## src/rtl/s0_rs_enc_pkg.sv

```systemverilog
// Shared constants for the RS(N,K) encoder over GF(2^8): field polynomial,
// generator coefficients and FSM state encoding.
package s0_rs_enc_pkg;

  localparam logic [8:0] GF_POLY = 9'h11D;
  localparam logic [7:0] GF_RED  = GF_POLY[7:0];

  // g(x) = x^4 + G3 x^3 + G2 x^2 + G1 x + G0, roots alpha^0..alpha^3
  localparam logic [7:0] G3 = 8'h0F;
  localparam logic [7:0] G2 = 8'h36;
  localparam logic [7:0] G1 = 8'h78;
  localparam logic [7:0] G0 = 8'h40;

  localparam int unsigned NPAR = 4;

  typedef enum logic {
    ST_MSG = 1'b0,
    ST_PAR = 1'b1
  } state_t;

endpackage

```

## src/rtl/gf2m8_multi.sv

```systemverilog
// GF(2^8) multiplier (shift-and-add with modular reduction). With one operand
// tied to a constant it collapses to a pure XOR network.
module gf2m8_multi
  import s0_rs_enc_pkg::*;
(
  input  logic [7:0] x,
  input  logic [7:0] y,
  output logic [7:0] z
);

  logic [7:0] acc;
  logic [7:0] xs;

  always_comb begin
    acc = 8'h00;
    xs  = x;
    for (int i = 0; i < 8; i++) begin
      if (y[i]) acc = acc ^ xs;
      xs = {xs[6:0], 1'b0} ^ (xs[7] ? GF_RED : 8'h00);
    end
    z = acc;
  end

endmodule

```

## src/rtl/s0_rs_enc.sv

```systemverilog
// Systematic RS encoder: passes K message bytes through on a valid/ready
// stream, then appends the 4 parity bytes of g(x).
module s0_rs_enc
  import s0_rs_enc_pkg::*;
#(
  parameter int unsigned K = 251
) (
  input  logic       clk,
  input  logic       rst,
  input  logic       in_valid,
  output logic       in_ready,
  input  logic [7:0] in_data,
  output logic       out_valid,
  input  logic       out_ready,
  output logic [7:0] out_data,
  output logic       out_last,
  output logic       out_par
);

  localparam int unsigned CW = 8;

  state_t        state_q, state_d;
  logic [CW-1:0] msg_cnt_q, msg_cnt_d;
  logic [1:0]    par_cnt_q, par_cnt_d;
  logic [7:0]    r0_q, r1_q, r2_q, r3_q;
  logic [7:0]    r0_d, r1_d, r2_d, r3_d;
  logic          out_valid_d, out_last_d, out_par_d;
  logic [7:0]    out_data_d;

  logic       free;
  logic       accept;
  logic [7:0] fb;
  logic [7:0] p3, p2, p1, p0;

  assign free     = !out_valid || out_ready;
  assign in_ready = !rst && (state_q == ST_MSG) && free;
  assign accept   = in_valid && in_ready;
  assign fb       = in_data ^ r3_q;

  // Constant-coefficient feedback products
  gf2m8_multi u_mul3 (.x(fb), .y(G3), .z(p3));
  gf2m8_multi u_mul2 (.x(fb), .y(G2), .z(p2));
  gf2m8_multi u_mul1 (.x(fb), .y(G1), .z(p1));
  gf2m8_multi u_mul0 (.x(fb), .y(G0), .z(p0));

  always_ff @(posedge clk or posedge rst) begin
    if (rst) begin
      state_q   <= ST_MSG;
      msg_cnt_q <= '0;
      par_cnt_q <= '0;
      r0_q      <= 8'h00;
      r1_q      <= 8'h00;
      r2_q      <= 8'h00;
      r3_q      <= 8'h00;
      out_valid <= 1'b0;
      out_data  <= 8'h00;
      out_last  <= 1'b0;
      out_par   <= 1'b0;
    end else begin
      state_q   <= state_d;
      msg_cnt_q <= msg_cnt_d;
      par_cnt_q <= par_cnt_d;
      r0_q      <= r0_d;
      r1_q      <= r1_d;
      r2_q      <= r2_d;
      r3_q      <= r3_d;
      out_valid <= out_valid_d;
      out_data  <= out_data_d;
      out_last  <= out_last_d;
      out_par   <= out_par_d;
    end
  end

  always_comb begin
    state_d     = state_q;
    msg_cnt_d   = msg_cnt_q;
    par_cnt_d   = par_cnt_q;
    r0_d        = r0_q;
    r1_d        = r1_q;
    r2_d        = r2_q;
    r3_d        = r3_q;
    out_valid_d = out_valid;
    out_data_d  = out_data;
    out_last_d  = out_last;
    out_par_d   = out_par;

    unique case (state_q)
      ST_MSG: begin
        if (accept) begin
          r3_d        = r2_q ^ p3;
          r2_d        = r1_q ^ p2;
          r1_d        = r0_q ^ p1;
          r0_d        = p0;
          out_data_d  = in_data;
          out_par_d   = 1'b0;
          out_last_d  = 1'b0;
          out_valid_d = 1'b1;
          if (msg_cnt_q == CW'(K - 1)) begin
            msg_cnt_d = '0;
            state_d   = ST_PAR;
          end else begin
            msg_cnt_d = msg_cnt_q + CW'(1);
          end
        end else if (free) begin
          out_valid_d = 1'b0;
        end
      end
      ST_PAR: begin
        // Parity drains from the top of the register; zeros shift in behind
        if (free) begin
          out_data_d  = r3_q;
          r3_d        = r2_q;
          r2_d        = r1_q;
          r1_d        = r0_q;
          r0_d        = 8'h00;
          out_par_d   = 1'b1;
          out_valid_d = 1'b1;
          out_last_d  = (par_cnt_q == 2'(NPAR - 1));
          if (par_cnt_q == 2'(NPAR - 1)) begin
            par_cnt_d = '0;
            state_d   = ST_MSG;
          end else begin
            par_cnt_d = par_cnt_q + 2'd1;
          end
        end
      end
      default: state_d = ST_MSG;
    endcase
  end

endmodule

```

## config.mk

```make
export PLATFORM = sky130hd
export DESIGN_NAME = s0_rs_enc
export DESIGN_NICKNAME = d
export VERILOG_FILES = /design/src/rtl/s0_rs_enc_pkg.sv /design/src/rtl/gf2m8_multi.sv /design/src/rtl/s0_rs_enc.sv
export SDC_FILE = /design/constraint.sdc
export NUM_CORES = 1
export LEC_CHECK = 0
export CELL_PAD_IN_SITES_DETAIL_PLACEMENT = 0
export CELL_PAD_IN_SITES_GLOBAL_PLACEMENT = 1
export CORE_MARGIN = 4
export CORE_UTILIZATION = 46
export DETAILED_ROUTE_END_ITERATION = 7
export PLACE_DENSITY = 0.87
export SYNTH_ARGS = -nofsm -noshare
export SYNTH_HDL_FRONTEND = slang
export SYNTH_SLANG_ARGS = --single-unit
```

## constraint.sdc

```tcl
create_clock -name clk -period 3.08 [get_ports clk]
set_input_delay 0.616 -clock clk [delete_from_list [all_inputs] [get_ports clk]]
set_output_delay 0.616 -clock clk [all_outputs]
set_load 0.1 [all_outputs]
```

Word level (Yosys, flattened, before mapping)

Index checks and enable logic that the tools add are counted.

Logic and storage cells: 84
Output and inout port bits: 12
Bits in registers: 54
Input port bits: 12

Reductions and logical operators: 10
Eq/ne operators: 5
Bitwise gates (word level): 20
Add/subtract/negate cells: 2
Muxes and demuxes: 36

Operators with widths:

| operator                                                                 | number |
|---|---|
| 8-bit bitwise XOR                                                        | 15 |
| 8-bit two-way mux                                                        | 11 |
| 8-bit case mux with 2 select lines                                       | 5 |
| 8-bit by 5-bit bitwise XOR with 8-bit output                             | 4 |
| 5-bit two-way mux                                                        | 6 |
| 1-bit two-way mux                                                        | 9 |
| 8-bit by 1-bit adder with 8-bit output (second input constant)           | 1 |
| 8-bit equality test (second input constant)                              | 1 |
| 1-bit case mux with 2 select lines                                       | 4 |
| 2-bit AND reduction                                                      | 4 |
| 1-bit logical AND                                                        | 3 |
| 3-bit inequality test (second input constant)                            | 1 |
| 2-bit by 1-bit adder with 2-bit output (second input constant)           | 1 |
| 2-bit equality test (second input constant)                              | 1 |
| 1-bit zero test                                                          | 2 |
| 2-bit two-way mux                                                        | 1 |
| 2-bit by 1-bit inequality test with 1-bit output (second input constant) | 1 |
| 2-bit inequality test (second input constant)                            | 1 |
| 1-bit logical OR                                                         | 1 |
| 1-bit NOT                                                                | 1 |

Depth between registers and ports, before layout

Gate-level depths: netlist of the first run.

Depth after elaboration: 17
Gate-level depth with buffers: 7
Depth with buffers taken out: 6

Hierarchy

Synthesis of the first run repeated with hierarchy kept, for this count alone.

Cell total of the unflattened synthesis: 967
Area total of the unflattened synthesis: 7,554.7 um2

Modules (own cells, without submodules):

| module                    | area each (um2) | instances | cells each |
|---|---|---|---|
| gf2m8_multi at u_mul0 ... | 1,224.9         | 3         | 173 |
| s0_rs_enc                 | 2,705.1         | 1         | 283 |
| gf2m8_multi at u_mul3     | 1,174.9         | 1         | 165 |

Least setup slack after synthesis of the first run

Ideal clock, no wire load.

Path kind: register -> output
Start point: register out_valid
End point: output port in_ready
Cell stages (with the launch flop): 3
Data arrival time: 3.066 ns
Path slack: -0.602 ns
Data required time: 2.464 ns
Cells stage by stage: dfrtp_1 nor2b_1 nor3_1

Cells in the longest elaborated chain, start to end: 3

RTL lines:

| item                     | line            | source |
|---|---|---|
| start: declaration       | s0_rs_enc.sv:13 | `output logic out_valid,` |
| start signal: assignment | s0_rs_enc.sv:67 | `out_valid <= out_valid_d;` |
| 1-bit zero test          | s0_rs_enc.sv:35 | `assign free = !out_valid \|\| out_ready;` |
| 1-bit logical OR         | s0_rs_enc.sv:35 |  |
| 1-bit logical AND        | s0_rs_enc.sv:36 | `assign in_ready = !rst && (state_q == ST_MSG) && free;` |
| end: declaration         | s0_rs_enc.sv:11 | `output logic in_ready,` |

No other way between the ends.

Final worst setup path of the first run

Start point: input port in_data[7]
End point: register r1_q[7]

Cells in the longest elaborated chain, start to end: 12
Elaborated cells on any way between the ends: 14
Those cells by class: mux (3); bitwise (11)

RTL lines:

| item                                                                                                  | line                                 | source |
|---|---|---|
| start: declaration                                                                                    | s0_rs_enc.sv:12                      | `input logic [7:0] in_data,` |
| 8-bit bitwise XOR (*)                                                                                 | s0_rs_enc.sv:38                      | `assign fb = in_data ^ r3_q;` |
| 5-bit two-way mux (*)                                                                                 | gf2m8_multi.sv:19                    | `xs = {xs[6:0], 1'b0} ^ (xs[7] ? GF_RED : 8'h00);` |
| 8-bit by 5-bit bitwise XOR with 8-bit output (*)                                                      | gf2m8_multi.sv:19                    |  |
| 8-bit bitwise XOR (*) (2 in a row)                                                                    | gf2m8_multi.sv:19                    |  |
| 8-bit by 5-bit bitwise XOR with 8-bit output (*)                                                      | gf2m8_multi.sv:19                    |  |
| 8-bit bitwise XOR / 8-bit by 5-bit bitwise XOR with 8-bit output (equally long branches) (2 in a row) | gf2m8_multi.sv:18, gf2m8_multi.sv:19 |  |
| 8-bit bitwise XOR (*)                                                                                 | gf2m8_multi.sv:18                    | `if (y[i]) acc = acc ^ xs;` |
| 8-bit bitwise XOR (*)                                                                                 | s0_rs_enc.sv:92                      | `r1_d = r0_q ^ p1;` |
| 8-bit two-way mux (*)                                                                                 | s0_rs_enc.sv:89                      | `if (accept) begin` |
| 8-bit case mux with 2 select lines (*)                                                                | s0_rs_enc.sv:87                      | `unique case (state_q)` |
| end signal: assignment                                                                                | s0_rs_enc.sv:64                      | `r1_q <= r1_d;` |
| end: declaration                                                                                      | s0_rs_enc.sv:25                      | `logic [7:0] r0_q, r1_q, r2_q, r3_q;` |

Every way passes the cells marked *; elsewhere a longest branch is shown, timed or not. The select of a mux whose other input is x is not followed.
A chain may end at the register's enable or synchronous reset.

==> metrics.txt, run 1 <==
run status complete, no violations; initial antenna violation count 0; ratio of routed vias to standard cells ~5.3; combined area of the multi-input logic cells roughly 1800 µm²; library cell with the largest summed area after synthesis dfrtp_1; Setup crit end kind register; Fmax achieved 366 MHz; final routed wire length divided by cell count 14.8 µm; overall via count from detail_route 2309; share of the synthesized area in the top cell type 0.426; effective utilization at floorplan 0.470; Seq/Total Area, Yosys 0.426; Post-DRT Antenna Nets 0; WL final 6400 µm; pin slew with the least headroom to its limit between 0.5 and 0.6 ns; Die Span X 91.1 µm; placed cell count around 420; count of cell types in the netlist 37; Final period util 0.888; placer congestion estimate around 0.85; number of buffers between clock root and the deepest sink 2; flops & latches, synth 54; final hold vios 0; IO Port Bufs 23; number of buffers added to fix hold violations after cts 0; Post-Synthesis Net Count 330; endpoints failing setup 0; post-cts resize count 0; cells taking the most area after synthesis dfrtp_1, xnor2_1, o21ai_0; row count 30; most frequently used flop master after synthesis dfrtp_1; fraction of synthesis flops using an asynchronous set or reset pin 1.00; first-pass detailed-route iteration total 4; count of nets after finishing ~370; full die area 8290 µm²; Overall Global Routing Usage 0.171; setup repair after global routing missed its margin false; mean post-synth cell area between 10 and 15 µm²; clock transition at the registers of the reported paths about 0.1 ns; minimum clock period after layout 2.73 ns; Register Area ~1400 µm²; Final Max Slew Viols 0; Detail Placement HPWL just under 5000 µm; Post-synth EDFFs 0; count of routing violations after the opening detailed-route iteration 94; TritonCTS clock tree done; global-route wire length before repair 11300 µm; Root Buffer Master clkbuf_8; H-tree depth 2; Post-Layout Cell Count about 430; Post-Synthesis Cells roughly 320; maximum net fanout on the critical path 8; total of max-cap violations 0; Fillers between 600 and 700; placed inst area ~3600 µm²; Crit path required time about 3.3 ns; clk_skew 0.0101 ns; CORE AREA ~6800 µm²; clock insertion delay at the later pin of the skew report about 0.31 ns; via count of the first global-routing pass ~2300; Max-Slew Margin vs Limit 0.628; startpoint kind of the worst setup timing path input pin; synthesis-to-finish area growth 16.8%; GRT overflow 0; critical path data arrival time approximately 3.0 ns; TritonCTS sink count 54; TritonCTS Buffers 5; Worst Hold Class reg2reg; final std cell area, no fill between 3000 and 4000 µm²; DRC viols 0; number of warning messages in the yosys log 0; Setup Total Neg Slack 0 ns; boundary pin count 24; share of post-route cells with drive strength above 1 0.148; area of the mapped netlist approximately 3200 µm²; path type of the worst setup path in2reg; largest net degree at the start of global routing 33; number of antenna repair diodes 0; DIE HEIGHT 91.1 µm; setup fix buffers added after clock tree synthesis 0; slack of the worst reg-to-reg path 0.67 ns
## stage by stage
step / hold slack, ns / setup WS (ns) / utilization
3_3_place_gp: 0.464 / 0.0751 / 0.533
4_1_cts: 0.495 / 0.356 / 0.548
3_5_place_dp: 0.472 / 0.0368 / 0.533
2_1_floorplan: 0.459 / 0.259 / -
6_report: 0.487 / 0.346 / 0.548
5_1_grt: 0.505 / 0.261 / 0.548
## critical path: stages
cell and delay (ns):
clkdlybuf4s50_1 0.54, xnor2_4 0.37, xnor3_2 0.55, xor3_1 0.41, or3_1 0.32, a31oi_1 0.16
## cell usage after synthesis (2+ instances only)
cell type	number
nor3_1	6
a21oi_1	2
nand2_1	37
o21ai_0	38
and2_1	3
xnor2_2	5
xor2_1	6
xor3_1	2
clkbuf_1	13
xnor3_2	2
xnor2_1	54
or3_1	6
and3_1	2
nand3_1	12
nor2_1	27
xnor3_1	6
inv_1	3
a21o_1	2
a31oi_1	5
nand4_1	2
ha_1	3
nor2b_1	3
dfrtp_1	54
mux2i_1	9
## logic make-up (layout without fill, tap and decap cells)
kind of cell,count (synthesis),after routing,synth area share
flip-flops,54,54,0.426
AO/OA/AOI/OAI,52,52,0.0907
buffers and inverters,17,54,0.0201
XOR/XNOR,76,76,0.272
adder cells (fa/ha/maj),3,3,0.0118
AND/OR/NAND/NOR,103,103,0.147
multiplexers,10,10,0.0319
## routing by layer
layer	GRT usage	vias up	routed length [µm]
met5	0	-	0
met4	0.0565	0	125
met3	0.0398	12	248
met2	0.281	50	3170
met1	0.221	1113	2860
li1	-	1134	-
## cell usage in the layout (no fill, tap or decap), drive strengths merged, types with 3 or more instances in the layout
cell           instances
a31oi                  5
inv                    3
clkdlybuf4s50         11
xnor3                  8
nor2b                  3
nand3                 12
xnor2                 60
and2                   3
o21ai                 39
buf                   32
or3                    6
clkbuf                 7
xor2                   6
ha                     3
nor3                   6
dfrtp                 54
nand2                 37
mux2i                  9
nor2                  27
## worst paths after layout
path / start / to / cells past startpoint
min in group asynchronous: rst / out_valid / 2
setup / recovery: in_data[7] / r1_q[7] / 6
setup reg to reg: r3_q[7] / r1_q[7] / 5
hold / removal: out_data[4] / out_data[4] / 2
hold reg to reg: out_data[4] / out_data[4] / 2
max in group asynchronous: rst / r2_q[5] / 3
## cell type report
class,instances,area share
Inverter,3,0.00304
Clock buffer,7,0.0260
Sequential cell,54,0.365
Clock inverter,1,0.00236
Timing Repair Buffer,43,0.0979
Tap cell,80,0.0270
Multi-Input combinational cell,244,0.479
## flip-flops by register name, summed over array words and instances (netlist names)
signal and flops:
state_q 1, r2_q 8, out_last 1, r3_q 8, out_valid 1, msg_cnt_q 8
out_par 1, par_cnt_q 2, out_data 8, r0_q 8, r1_q 8
Power of run 1 is not shown: default switching activity piles up to over one toggle a cycle in this logic, so the estimate is an artifact.
==> inputs of run 2 (changes only) <==
==> constraint.sdc (replaced) <==
create_clock -name clk -period 2.95 [get_ports clk]
set_input_delay 0.59 -clock clk [delete_from_list [all_inputs] [get_ports clk]]
set_output_delay 0.59 -clock clk [all_outputs]
set_load 0.1 [all_outputs]
==> metrics.txt, run 2 (synthesis results as in run 1) <==
row count 30; first-pass detailed-route iteration total 4; critical path data arrival time about 2.8 ns; H-tree depth 2; startpoint kind of the worst setup timing path input pin; CP max stage cell clkdlybuf4s50_1; peak per-stage delay on the critical path 0.53 ns; Post-Layout Cell Count 430; GRT overflow 0; Worst Hold Class reg2reg; full die area between 8000 and 9000 µm²; DIE HEIGHT 91.1 µm; Die Span X 91.1 µm; number of buffers between clock root and the deepest sink 2; IO Port Bufs 23; clock insertion delay at the later pin of the skew report 0.31 ns; Fillers between 500 and 600; total of max-cap violations 0; Detail Placement HPWL around 4600 µm; placed cell count between 400 and 500; Fmax achieved between 300 and 400 MHz; clk_skew about 0.012 ns; overall via count from detail_route 2221; synthesis-to-finish area growth 16.7%; setup repair after global routing missed its margin false; final hold vios 0; Post-DRT Antenna Nets 0; setup fix buffers added after clock tree synthesis 0; DRC viols 0; share of post-route cells with drive strength above 1 0.143; final routed wire length divided by cell count 14.4 µm; TritonCTS sink count 54; count of routing violations after the opening detailed-route iteration 125; ratio of routed vias to standard cells between 5 and 6; crit-path cells clkdlybuf4s50_1 -> xor2_1 -> xnor3_1 -> xnor2_1 -> o21ai_0 -> nor2b_1 -> a311oi_1; count of nets after finishing ~360; minimum clock period after layout about 2.5 ns; Overall Global Routing Usage 0.164; WL final 6180 µm; Worst Hold Path Cells 2; number of antenna repair diodes 0; Max-Slew Margin vs Limit 0.624; global-route wire length before repair approximately 11000 µm; via count of the first global-routing pass 2147; clock transition at the registers of the reported paths ~0.10 ns; initial antenna violation count 0; number of buffers added to fix hold violations after cts 0; effective utilization at floorplan 0.470; most used cells in the layout excluding fill and tap cells xnor2_1, dfrtp_1, nand2_1, o21ai_0, buf_4; r2r worst-path depth 5; run status complete, no violations; placer congestion estimate 0.816; CORE AREA between 6000 and 7000 µm²; Setup Total Neg Slack 0 ns; Setup crit end kind register; maximum net fanout on the critical path 3; Crit path required time 3.17 ns; TritonCTS clock tree done; Final Max Slew Viols 0; post-cts resize count 0; path type of the worst setup path in2reg; pin slew with the least headroom to its limit ~0.56 ns; TritonCTS Buffers 5; endpoints failing setup 0; largest net degree at the start of global routing 35; boundary pin count 24; Root Buffer Master clkbuf_8; Final period util 0.864
-- run 2: path summary, 6_finish.rpt --
check	startpoint	to	slack (ns)
hold reg to reg	out_data[3]	out_data[3]	0.49
setup / recovery	in_data[5]	r3_q[7]	0.40
max in group asynchronous	rst	r0_q[3]	1.71
setup reg to reg	r3_q[2]	r1_q[7]	0.70
min in group asynchronous	rst	out_valid	0.68
hold / removal	out_data[3]	out_data[3]	0.49
-- run 2: critical path: cells and delay by family --
family | cells | cell delay, ns
simple gates | 1 | 0.15
buf+inv | 1 | 0.53
xor+xnor | 3 | 1.14
compound gates | 2 | 0.36
-- run 2: metrics by stage --
stage	cell area [µm²]	hold slack [ns]	setup WS (ns)	utilization
2_1_floorplan	3180	0.459	0.155	-
3_3_place_gp	3600	0.463	0.117	0.532
3_5_place_dp	3600	0.472	0.0568	0.532
4_1_cts	3700	0.494	0.386	0.548
5_1_grt	3700	0.512	0.278	0.548
6_report	3700	0.487	0.401	0.548
-- run 2: final cells by class --
| cell class | instances | area (µm²) | share of cell area |
|---|---|---|---|
| Clock inverter | 1 | 8.76 | 0.00237 |
| Tap cell | 80 | 100 | 0.0270 |
| Timing Repair Buffer | 41 | 360 | 0.0973 |
| Sequential cell | 54 | 1350 | 0.365 |
| Clock buffer | 7 | 96.3 | 0.0260 |
| Multi-Input combinational cell | 244 | 1770 | 0.479 |
| Inverter | 3 | 11.3 | 0.00304 |
-- run 2: routing by layer --
layer  vias up  routed length [µm]  global-route usage
li1       1134                   -                   -
met1      1058                2990               0.225
met2        23                2960               0.263
met3         6                 158              0.0331
met4         0                  74              0.0477
met5         -                   0                   0
Power of run 2 is left out for the same reason.
